==> src/rtl/cache_mem_arbiter_pkg.sv <==
// cache_arb_pkg: shared types and constants for the cache/memory arbiter.
//   arb_state_e     - arbiter FSM states
//   BLOCK_WORDS_DEF - default words per cache block (power of 2)
//   MEM_LATENCY     - memory read latency the burst timing assumes
//   BLK_OFF_W       - byte-offset bits covering one block
//   CNT_W           - burst counter width (counts 0..BLOCK_WORDS inclusive)
//   ARB_FILL_D/I    - encoding of the last-served-fill flop
package cache_arb_pkg;

  function automatic int cnt_w(input int bw);
    return $clog2(bw) + 1;
  endfunction

  localparam int BLOCK_WORDS_DEF = 8;
  localparam int MEM_LATENCY     = 4;
  localparam int BLK_OFF_W       = cnt_w(BLOCK_WORDS_DEF);
  localparam int CNT_W           = cnt_w(BLOCK_WORDS_DEF);

  localparam logic ARB_FILL_D = 1'b0;
  localparam logic ARB_FILL_I = 1'b1;

  typedef enum logic [1:0] {IDLE, WRITE, DFILL, IFILL} arb_state_e;

endpackage

==> src/rtl/cache_mem_arbiter_if.sv <==
// cache_mem_arbiter_if: cache-side requests and memory-side bus of the arbiter.
//   slave  - arbiter view (takes requests, drives grants and memory strobes)
//   master - environment view (caches and memory model)
interface cache_mem_arbiter_if #(
  parameter int ADDR_W = 16,
  parameter int DATA_W = 16
);
  logic              i_fill_req;
  logic [ADDR_W-1:0] i_fill_addr;
  logic              i_fill_grant;
  logic              i_data_valid;
  logic              i_fill_done;

  logic              d_fill_req;
  logic [ADDR_W-1:0] d_fill_addr;
  logic              d_fill_grant;
  logic              d_data_valid;
  logic              d_fill_done;

  logic              d_wr_req;
  logic [ADDR_W-1:0] d_wr_addr;
  logic [DATA_W-1:0] d_wr_data;
  logic              d_wr_ack;

  logic              mem_enable;
  logic              mem_wr;
  logic [ADDR_W-1:0] mem_addr;
  logic [DATA_W-1:0] mem_wdata;
  logic              mem_data_valid;

  modport slave (
    input  i_fill_req, i_fill_addr, d_fill_req, d_fill_addr,
           d_wr_req, d_wr_addr, d_wr_data, mem_data_valid,
    output i_fill_grant, i_data_valid, i_fill_done,
           d_fill_grant, d_data_valid, d_fill_done, d_wr_ack,
           mem_enable, mem_wr, mem_addr, mem_wdata
  );

  modport master (
    output i_fill_req, i_fill_addr, d_fill_req, d_fill_addr,
           d_wr_req, d_wr_addr, d_wr_data, mem_data_valid,
    input  i_fill_grant, i_data_valid, i_fill_done,
           d_fill_grant, d_data_valid, d_fill_done, d_wr_ack,
           mem_enable, mem_wr, mem_addr, mem_wdata
  );
endinterface

==> src/rtl/cache_mem_arbiter_burst_counter.sv <==
// arb_burst_counter: issue and return word counters for one block burst.
//   clr      - synchronous clear of both counters (held while idle)
//   iss_inc  - one read issued this cycle
//   ret_inc  - one read word returned this cycle
//   iss_idx  - word index of the next read to issue
//   iss_done - all BLOCK_WORDS reads issued
//   ret_last - the next returned word is the last of the block
// Counters saturate at BLOCK_WORDS; they never wrap.
module arb_burst_counter #(
  parameter int BLOCK_WORDS = 8,
  parameter int CW          = 4
) (
  input  logic          clk,
  input  logic          rst_n,
  input  logic          clr,
  input  logic          iss_inc,
  input  logic          ret_inc,
  output logic [CW-2:0] iss_idx,
  output logic          iss_done,
  output logic          ret_last
);
  localparam logic [CW-1:0] FULL = CW'(BLOCK_WORDS);
  localparam logic [CW-1:0] LAST = CW'(BLOCK_WORDS - 1);

  logic [CW-1:0] iss_cnt, ret_cnt;

  always_ff @(posedge clk or negedge rst_n) begin
    if (!rst_n) begin
      iss_cnt <= '0;
      ret_cnt <= '0;
    end else if (clr) begin
      iss_cnt <= '0;
      ret_cnt <= '0;
    end else begin
      if (iss_inc && iss_cnt != FULL) iss_cnt <= iss_cnt + CW'(1);
      if (ret_inc && ret_cnt != FULL) ret_cnt <= ret_cnt + CW'(1);
    end
  end

  assign iss_idx  = iss_cnt[CW-2:0];
  assign iss_done = (iss_cnt == FULL);
  assign ret_last = (ret_cnt == LAST);
endmodule

==> src/rtl/cache_mem_arbiter.sv <==
// cache_mem_arbiter: shares one multi-cycle memory between I-cache fills,
// D-cache fills and D-cache write-through stores.
//   clk, rst_n - clock and asynchronous active-low reset
//   bus        - cache_mem_arbiter_if.slave: fill/store requests, grants,
//                per-cache data_valid/done, memory strobe/address/data
// A fill owns memory for a whole block: BLOCK_WORDS back-to-back reads,
// then waits for every word to return before releasing. Arbitration happens
// only in the single IDLE cycle between accesses; stores have top priority.
// Optional feature macro ARB_ROUND_ROBIN_EN: alternate D/I fills when both
// are requested together (default build: D fill always beats I fill).
module cache_mem_arbiter
  import cache_arb_pkg::*;
#(
  parameter int ADDR_W      = 16,
  parameter int DATA_W      = 16,
  parameter int BLOCK_WORDS = BLOCK_WORDS_DEF
) (
  input logic                clk,
  input logic                rst_n,
  cache_mem_arbiter_if.slave bus
);
  localparam int CW    = cnt_w(BLOCK_WORDS);
  localparam int OFF_W = CW;  // word-index bits plus the byte bit

  arb_state_e state_q, state_d;
  logic [ADDR_W-OFF_W-1:0] base_q;
  logic                    pick_d, fill_start;
  logic                    cnt_clr, iss_inc, ret_inc, iss_done, ret_last;
  logic [CW-2:0]           iss_idx;

  // Block offset bits of the miss addresses are replaced by the burst index.
  logic unused_lo;
  assign unused_lo = ^{bus.i_fill_addr[OFF_W-1:0], bus.d_fill_addr[OFF_W-1:0]};

  arb_burst_counter #(.BLOCK_WORDS(BLOCK_WORDS), .CW(CW)) u_cnt (
    .clk      (clk),
    .rst_n    (rst_n),
    .clr      (cnt_clr),
    .iss_inc  (iss_inc),
    .ret_inc  (ret_inc),
    .iss_idx  (iss_idx),
    .iss_done (iss_done),
    .ret_last (ret_last)
  );

`ifdef ARB_ROUND_ROBIN_EN
  logic last_fill_q;
  // On a tie, serve whichever fill type did not go last.
  assign pick_d = bus.d_fill_req && (!bus.i_fill_req || last_fill_q == ARB_FILL_I);
  always_ff @(posedge clk or negedge rst_n) begin
    if (!rst_n)          last_fill_q <= ARB_FILL_I;
    else if (fill_start) last_fill_q <= pick_d ? ARB_FILL_D : ARB_FILL_I;
  end
`else
  assign pick_d = bus.d_fill_req;
`endif

  always_ff @(posedge clk or negedge rst_n) begin
    if (!rst_n) begin
      state_q <= IDLE;
      base_q  <= '0;
    end else begin
      state_q <= state_d;
      if (fill_start)
        base_q <= pick_d ? bus.d_fill_addr[ADDR_W-1:OFF_W] : bus.i_fill_addr[ADDR_W-1:OFF_W];
    end
  end

  always_comb begin
    state_d          = state_q;
    fill_start       = 1'b0;
    cnt_clr          = 1'b0;
    iss_inc          = 1'b0;
    ret_inc          = 1'b0;
    bus.i_fill_grant = 1'b0;
    bus.i_data_valid = 1'b0;
    bus.i_fill_done  = 1'b0;
    bus.d_fill_grant = 1'b0;
    bus.d_data_valid = 1'b0;
    bus.d_fill_done  = 1'b0;
    bus.d_wr_ack     = 1'b0;
    bus.mem_enable   = 1'b0;
    bus.mem_wr       = 1'b0;
    bus.mem_addr     = '0;
    bus.mem_wdata    = {DATA_W{1'b0}};
    case (state_q)
      IDLE: begin
        cnt_clr = 1'b1;
        if (bus.d_wr_req) begin
          state_d = WRITE;
        end else if (bus.d_fill_req || bus.i_fill_req) begin
          fill_start = 1'b1;
          state_d    = pick_d ? DFILL : IFILL;
        end
      end
      WRITE: begin
        bus.mem_enable = 1'b1;
        bus.mem_wr     = 1'b1;
        bus.mem_addr   = bus.d_wr_addr;
        bus.mem_wdata  = bus.d_wr_data;
        bus.d_wr_ack   = 1'b1;
        state_d        = IDLE;
      end
      DFILL, IFILL: begin
        if (state_q == DFILL) bus.d_fill_grant = 1'b1;
        else                  bus.i_fill_grant = 1'b1;
        // Issue phase overlaps the start of the return phase.
        if (!iss_done) begin
          bus.mem_enable = 1'b1;
          bus.mem_addr   = {base_q, iss_idx, 1'b0};
          iss_inc        = 1'b1;
        end
        ret_inc = bus.mem_data_valid;
        if (state_q == DFILL) bus.d_data_valid = bus.mem_data_valid;
        else                  bus.i_data_valid = bus.mem_data_valid;
        if (bus.mem_data_valid && ret_last) begin
          if (state_q == DFILL) bus.d_fill_done = 1'b1;
          else                  bus.i_fill_done = 1'b1;
          state_d = IDLE;
        end
      end
      default: state_d = IDLE;
    endcase
  end
endmodule
==> src/flat_wrapper.sv <==
// flat-port wrapper written by rule: the top's interface ports become plain ports
module cache_mem_arbiter_flat import cache_arb_pkg::*;
#(
  parameter int ADDR_W      = 16,
  parameter int DATA_W      = 16,
  parameter int BLOCK_WORDS = BLOCK_WORDS_DEF
)
  (clk, rst_n, bus_i_fill_req, bus_i_fill_addr, bus_d_fill_req, bus_d_fill_addr, bus_d_wr_req, bus_d_wr_addr, bus_d_wr_data, bus_mem_data_valid, bus_i_fill_grant, bus_i_data_valid, bus_i_fill_done, bus_d_fill_grant, bus_d_data_valid, bus_d_fill_done, bus_d_wr_ack, bus_mem_enable, bus_mem_wr, bus_mem_addr, bus_mem_wdata);
  cache_mem_arbiter_if #(.ADDR_W(ADDR_W), .DATA_W(DATA_W)) bus_i ();
  input logic clk;
  input logic rst_n;
  input wire logic [$bits(bus_i.i_fill_req)-1:0] bus_i_fill_req;
  input wire logic [$bits(bus_i.i_fill_addr)-1:0] bus_i_fill_addr;
  input wire logic [$bits(bus_i.d_fill_req)-1:0] bus_d_fill_req;
  input wire logic [$bits(bus_i.d_fill_addr)-1:0] bus_d_fill_addr;
  input wire logic [$bits(bus_i.d_wr_req)-1:0] bus_d_wr_req;
  input wire logic [$bits(bus_i.d_wr_addr)-1:0] bus_d_wr_addr;
  input wire logic [$bits(bus_i.d_wr_data)-1:0] bus_d_wr_data;
  input wire logic [$bits(bus_i.mem_data_valid)-1:0] bus_mem_data_valid;
  output wire logic [$bits(bus_i.i_fill_grant)-1:0] bus_i_fill_grant;
  output wire logic [$bits(bus_i.i_data_valid)-1:0] bus_i_data_valid;
  output wire logic [$bits(bus_i.i_fill_done)-1:0] bus_i_fill_done;
  output wire logic [$bits(bus_i.d_fill_grant)-1:0] bus_d_fill_grant;
  output wire logic [$bits(bus_i.d_data_valid)-1:0] bus_d_data_valid;
  output wire logic [$bits(bus_i.d_fill_done)-1:0] bus_d_fill_done;
  output wire logic [$bits(bus_i.d_wr_ack)-1:0] bus_d_wr_ack;
  output wire logic [$bits(bus_i.mem_enable)-1:0] bus_mem_enable;
  output wire logic [$bits(bus_i.mem_wr)-1:0] bus_mem_wr;
  output wire logic [$bits(bus_i.mem_addr)-1:0] bus_mem_addr;
  output wire logic [$bits(bus_i.mem_wdata)-1:0] bus_mem_wdata;
  assign bus_i.i_fill_req = bus_i_fill_req;
  assign bus_i.i_fill_addr = bus_i_fill_addr;
  assign bus_i.d_fill_req = bus_d_fill_req;
  assign bus_i.d_fill_addr = bus_d_fill_addr;
  assign bus_i.d_wr_req = bus_d_wr_req;
  assign bus_i.d_wr_addr = bus_d_wr_addr;
  assign bus_i.d_wr_data = bus_d_wr_data;
  assign bus_i.mem_data_valid = bus_mem_data_valid;
  assign bus_i_fill_grant = bus_i.i_fill_grant;
  assign bus_i_data_valid = bus_i.i_data_valid;
  assign bus_i_fill_done = bus_i.i_fill_done;
  assign bus_d_fill_grant = bus_i.d_fill_grant;
  assign bus_d_data_valid = bus_i.d_data_valid;
  assign bus_d_fill_done = bus_i.d_fill_done;
  assign bus_d_wr_ack = bus_i.d_wr_ack;
  assign bus_mem_enable = bus_i.mem_enable;
  assign bus_mem_wr = bus_i.mem_wr;
  assign bus_mem_addr = bus_i.mem_addr;
  assign bus_mem_wdata = bus_i.mem_wdata;
  cache_mem_arbiter #(.ADDR_W(ADDR_W), .DATA_W(DATA_W), .BLOCK_WORDS(BLOCK_WORDS)) u_core (.clk(clk), .rst_n(rst_n), .bus(bus_i));
endmodule
==> config.mk <==
export PLATFORM = sky130hd
export DESIGN_NAME = cache_mem_arbiter_flat
export DESIGN_NICKNAME = d
export VERILOG_FILES = /design/src/rtl/cache_mem_arbiter_pkg.sv /design/src/rtl/cache_mem_arbiter_if.sv /design/src/rtl/cache_mem_arbiter_burst_counter.sv /design/src/rtl/cache_mem_arbiter.sv /design/src/flat_wrapper.sv
export SDC_FILE = /design/constraint.sdc
export NUM_CORES = 1
export LEC_CHECK = 0
export BUFFER_PORTS_ARGS = -buffer_cell sky130_fd_sc_hd__buf_2
export CAP_MARGIN = 20
export CORE_ASPECT_RATIO = 2
export CORE_MARGIN = 3
export CORE_UTILIZATION = 41
export CTS_CLUSTER_SIZE = 8
export DETAILED_ROUTE_END_ITERATION = 6
export HOLD_SLACK_MARGIN = 0.03
export PLACE_DENSITY = 0.79
export SLEW_MARGIN = 20
export SYNTH_ARGS = -nofsm -noshare
export SYNTH_HDL_FRONTEND = slang
export SYNTH_SLANG_ARGS = --single-unit
==> constraint.sdc <==
create_clock -name clk -period 1.9 [get_ports clk]
set_input_delay 0.095 -clock clk [delete_from_list [all_inputs] [get_ports clk]]
set_output_delay 0.095 -clock clk [all_outputs]
set_load 0.005 [all_outputs]
==> run metrics <==
DRC viols=0; status=finished, final reports clean; Routed Antenna Nets=0; Yosys Warn Count=0; total CTS buffers=3; Routed WL=just under 4000 microns; FMAX=about 560 MHz; most common cell after layout, fill and taps aside=buf_2; drt initial violations=14; DP HPWL=between 3000 and 4000 microns; Pwr Density=roughly 1300 nW/um^2; Final min period=~1.8 ns; FP Rows=30; Vias per Instance=around 4.8; DRT Pass-1 Iters=4; cell area after synthesis=around 1500 sq um; Die Span Y=92.4 microns; Die X=between 40 and 50 microns; fin. max-slew vios=0; WL/cell=13.3 microns; Critical Path Start Type=register; DP Area=2100 sq um; Ports=approximately 110; Worst setup EP type=output pin; Worst Setup Path Type=reg -> out; vias in the first global route=approximately 1500; Final WS setup=about 0.1 ns; Critical Path Fanout Max=8; clock share of power=between 10% and 20%; GRT Resource Usage Total=between 10% and 20%; Slew @ Worst Pin=just under 0.5 ns; multi-input logic area=~890 sq um; Sw Share=a little over a third; Final TNS setup=0 ns; Core Area=about 3500 sq um; switching power=between 0.9 and 1 mW; RePlAce Congestion=0.748; Starting Density=approximately 44%; initial antenna violation count=0; share of cells above drive strength 1=between 50 and 60%; Via Count=1449; clk sinks=22; Seq cells post-synth=22; Critical Path AT=~1.7 ns; largest net degree at the start of global routing=39; Gate power share=56.8%; ys async rst share=100%; Ant. Diodes=0; first-pass GRT wire length=between 6000 and 7000 microns; Netlist cell types=34; P_leak=roughly 1.2 nW; worst slack, placed=between 0.2 and 0.3 ns; Final Cycle Share=between 90% and 100%; Reg clk slew, reported paths=0.08 ns; most frequent cells in the layout=102 x buf_2, 22 x dfrtp_1, 21 x and2_1; CTS Buffer Depth=2; Seq/Total Area, Yosys=between 30% and 40%; Finish-stage setup viols=0; Hold Crit Class=in -> reg; Pint=~1.8 mW; design area=~2200 sq um; ys flop type=dfrtp_1; worst rel slew slack=approximately two thirds; H-tree levels=1; maxcap violations=0; GRT overflow=0; CTS tree=yes; Die ar.=about 4500 sq um; Root Driver=clkbuf_8; NumNets Final=about 330; Port Buf Inserts=between 100 and 150; number of synthesized flops with an enable pin=0; Skew-Pair Late Insertion Delay=approximately 0.26 ns; Critical Path RT=roughly 1.8 ns; Clock Skew=0.00445 ns; Hold Fails Final Rpt=0; Reg power frac=a little under a third; Syn Nets=between 200 and 250; Synth Instances=~150; P&R area growth vs syn=42.8%; syn_area_per_cell=about 10 sq um; register area=~550 sq um; worst vdd ir=0.717 mV; fillers=about 330; RSZ-0062 raised after global routing=false
power groups by stage:
stage	Sequential [mW]	Clock [mW]	Combinational [mW]
2_1_floorplan	0.838	0	0.997
6_report	0.863	0.329	1.57
4_1_cts	0.858	0.333	1.57
5_1_grt	0.892	0.353	1.74
3_3_place_gp	0.865	0	1.49
3_5_place_dp	0.872	0	1.54
critical path, cell delays in order (launching register included):
cell and delay (ns):
dfrtp_1 0.40, inv_2 0.06, ha_1 0.15, nand3b_1 0.10
and2_4 0.18, buf_4 0.15, or2_2 0.28, buf_2 0.13
state kept, by name (all words and copies together), names as in the netlist:
| name | count |
|---|---|
| u_core.state_q | 2 |
| u_core.u_cnt.ret_cnt | 4 |
| u_core.base_q | 12 |
| u_core.u_cnt.iss_cnt | 4 |
worst paths after layout:
path	endpoint	startpoint	slack (ns)	cells past startpoint
hold / removal	u_core.state_q[0]	bus_i_fill_req	0.16	3
max in group asynchronous	u_core.state_q[0]	rst_n	1.23	2
hold reg to reg	u_core.base_q[9]	u_core.base_q[9]	0.51	1
min in group asynchronous	u_core.u_cnt.ret_cnt[2]	rst_n	0.33	2
setup reg to reg	u_core.base_q[8]	u_core.state_q[0]	0.28	4
setup / recovery	bus_mem_enable	u_core.u_cnt.iss_cnt[0]	0.10	7
through the flow:
step	utilization (%)	hold slack, ns	instances	total power, mW
global route	62.5	0.172	299	2.99
finish	62.5	0.165	299	2.76
global placement	60.2	0.0924	292	2.35
CTS	62.3	0.162	298	2.76
floorplan	-	-0.201	146	1.84
detailed placement	60.2	0.0930	292	2.41
area by class of cell:
| cell class | instances | share of cell area (%) |
|---|---|---|
| Multi-Input combinational cell | 106 | 40.8 |
| Clock buffer | 4 | 2.52 |
| Timing Repair Buffer | 112 | 27.5 |
| Tap cell | 48 | 2.75 |
| Sequential cell | 22 | 25.2 |
| Inverter | 7 | 1.20 |
synth_stat cells (2+ instances only):
cell type   n  area [sq um]
inv_1       7          26.3
nor2b_1     3          18.8
mux2_4      9           135
buf_2       2          10.0
mux2_2     15           169
nand3_1     4          20.0
and2_1     22           138
ha_1        4          50.1
nand2_1     8          30.0
o21ai_0     3          15.0
dfrtp_1    22           551
clkbuf_1    6          22.5
nand2b_1    2          12.5
mux2i_1     3          30.0
a22o_1     17           149
cells by family after synthesis:
group / synth area share [%]
simple gates: 18.8
mux: 21.8
flops: 36.0
xor+xnor: 0.573
buf+inv: 6.06
compound gates: 13.4
fa+ha+maj: 3.27
layer usage:
layer	global-route usage (%)	up-vias	wire length, microns
met1	18.9	662	1450
met3	2.42	2	253
met2	34.5	57	2240
li1	-	728	-
met4	3.80	0	27
met5	0	-	0
what timing repair did:
| item | in CTS | in global routing |
|---|---|---|
| endpoints found under the hold margin | 22 | 0 |
| endpoints found under the setup margin | 1 | 1 |
| gates resized for setup | 0 | 2 |
| setup buffers | 1 | 1 |
| hold buffers | 1 | 0 |
Note: power is estimated with default switching activity, not from simulation.
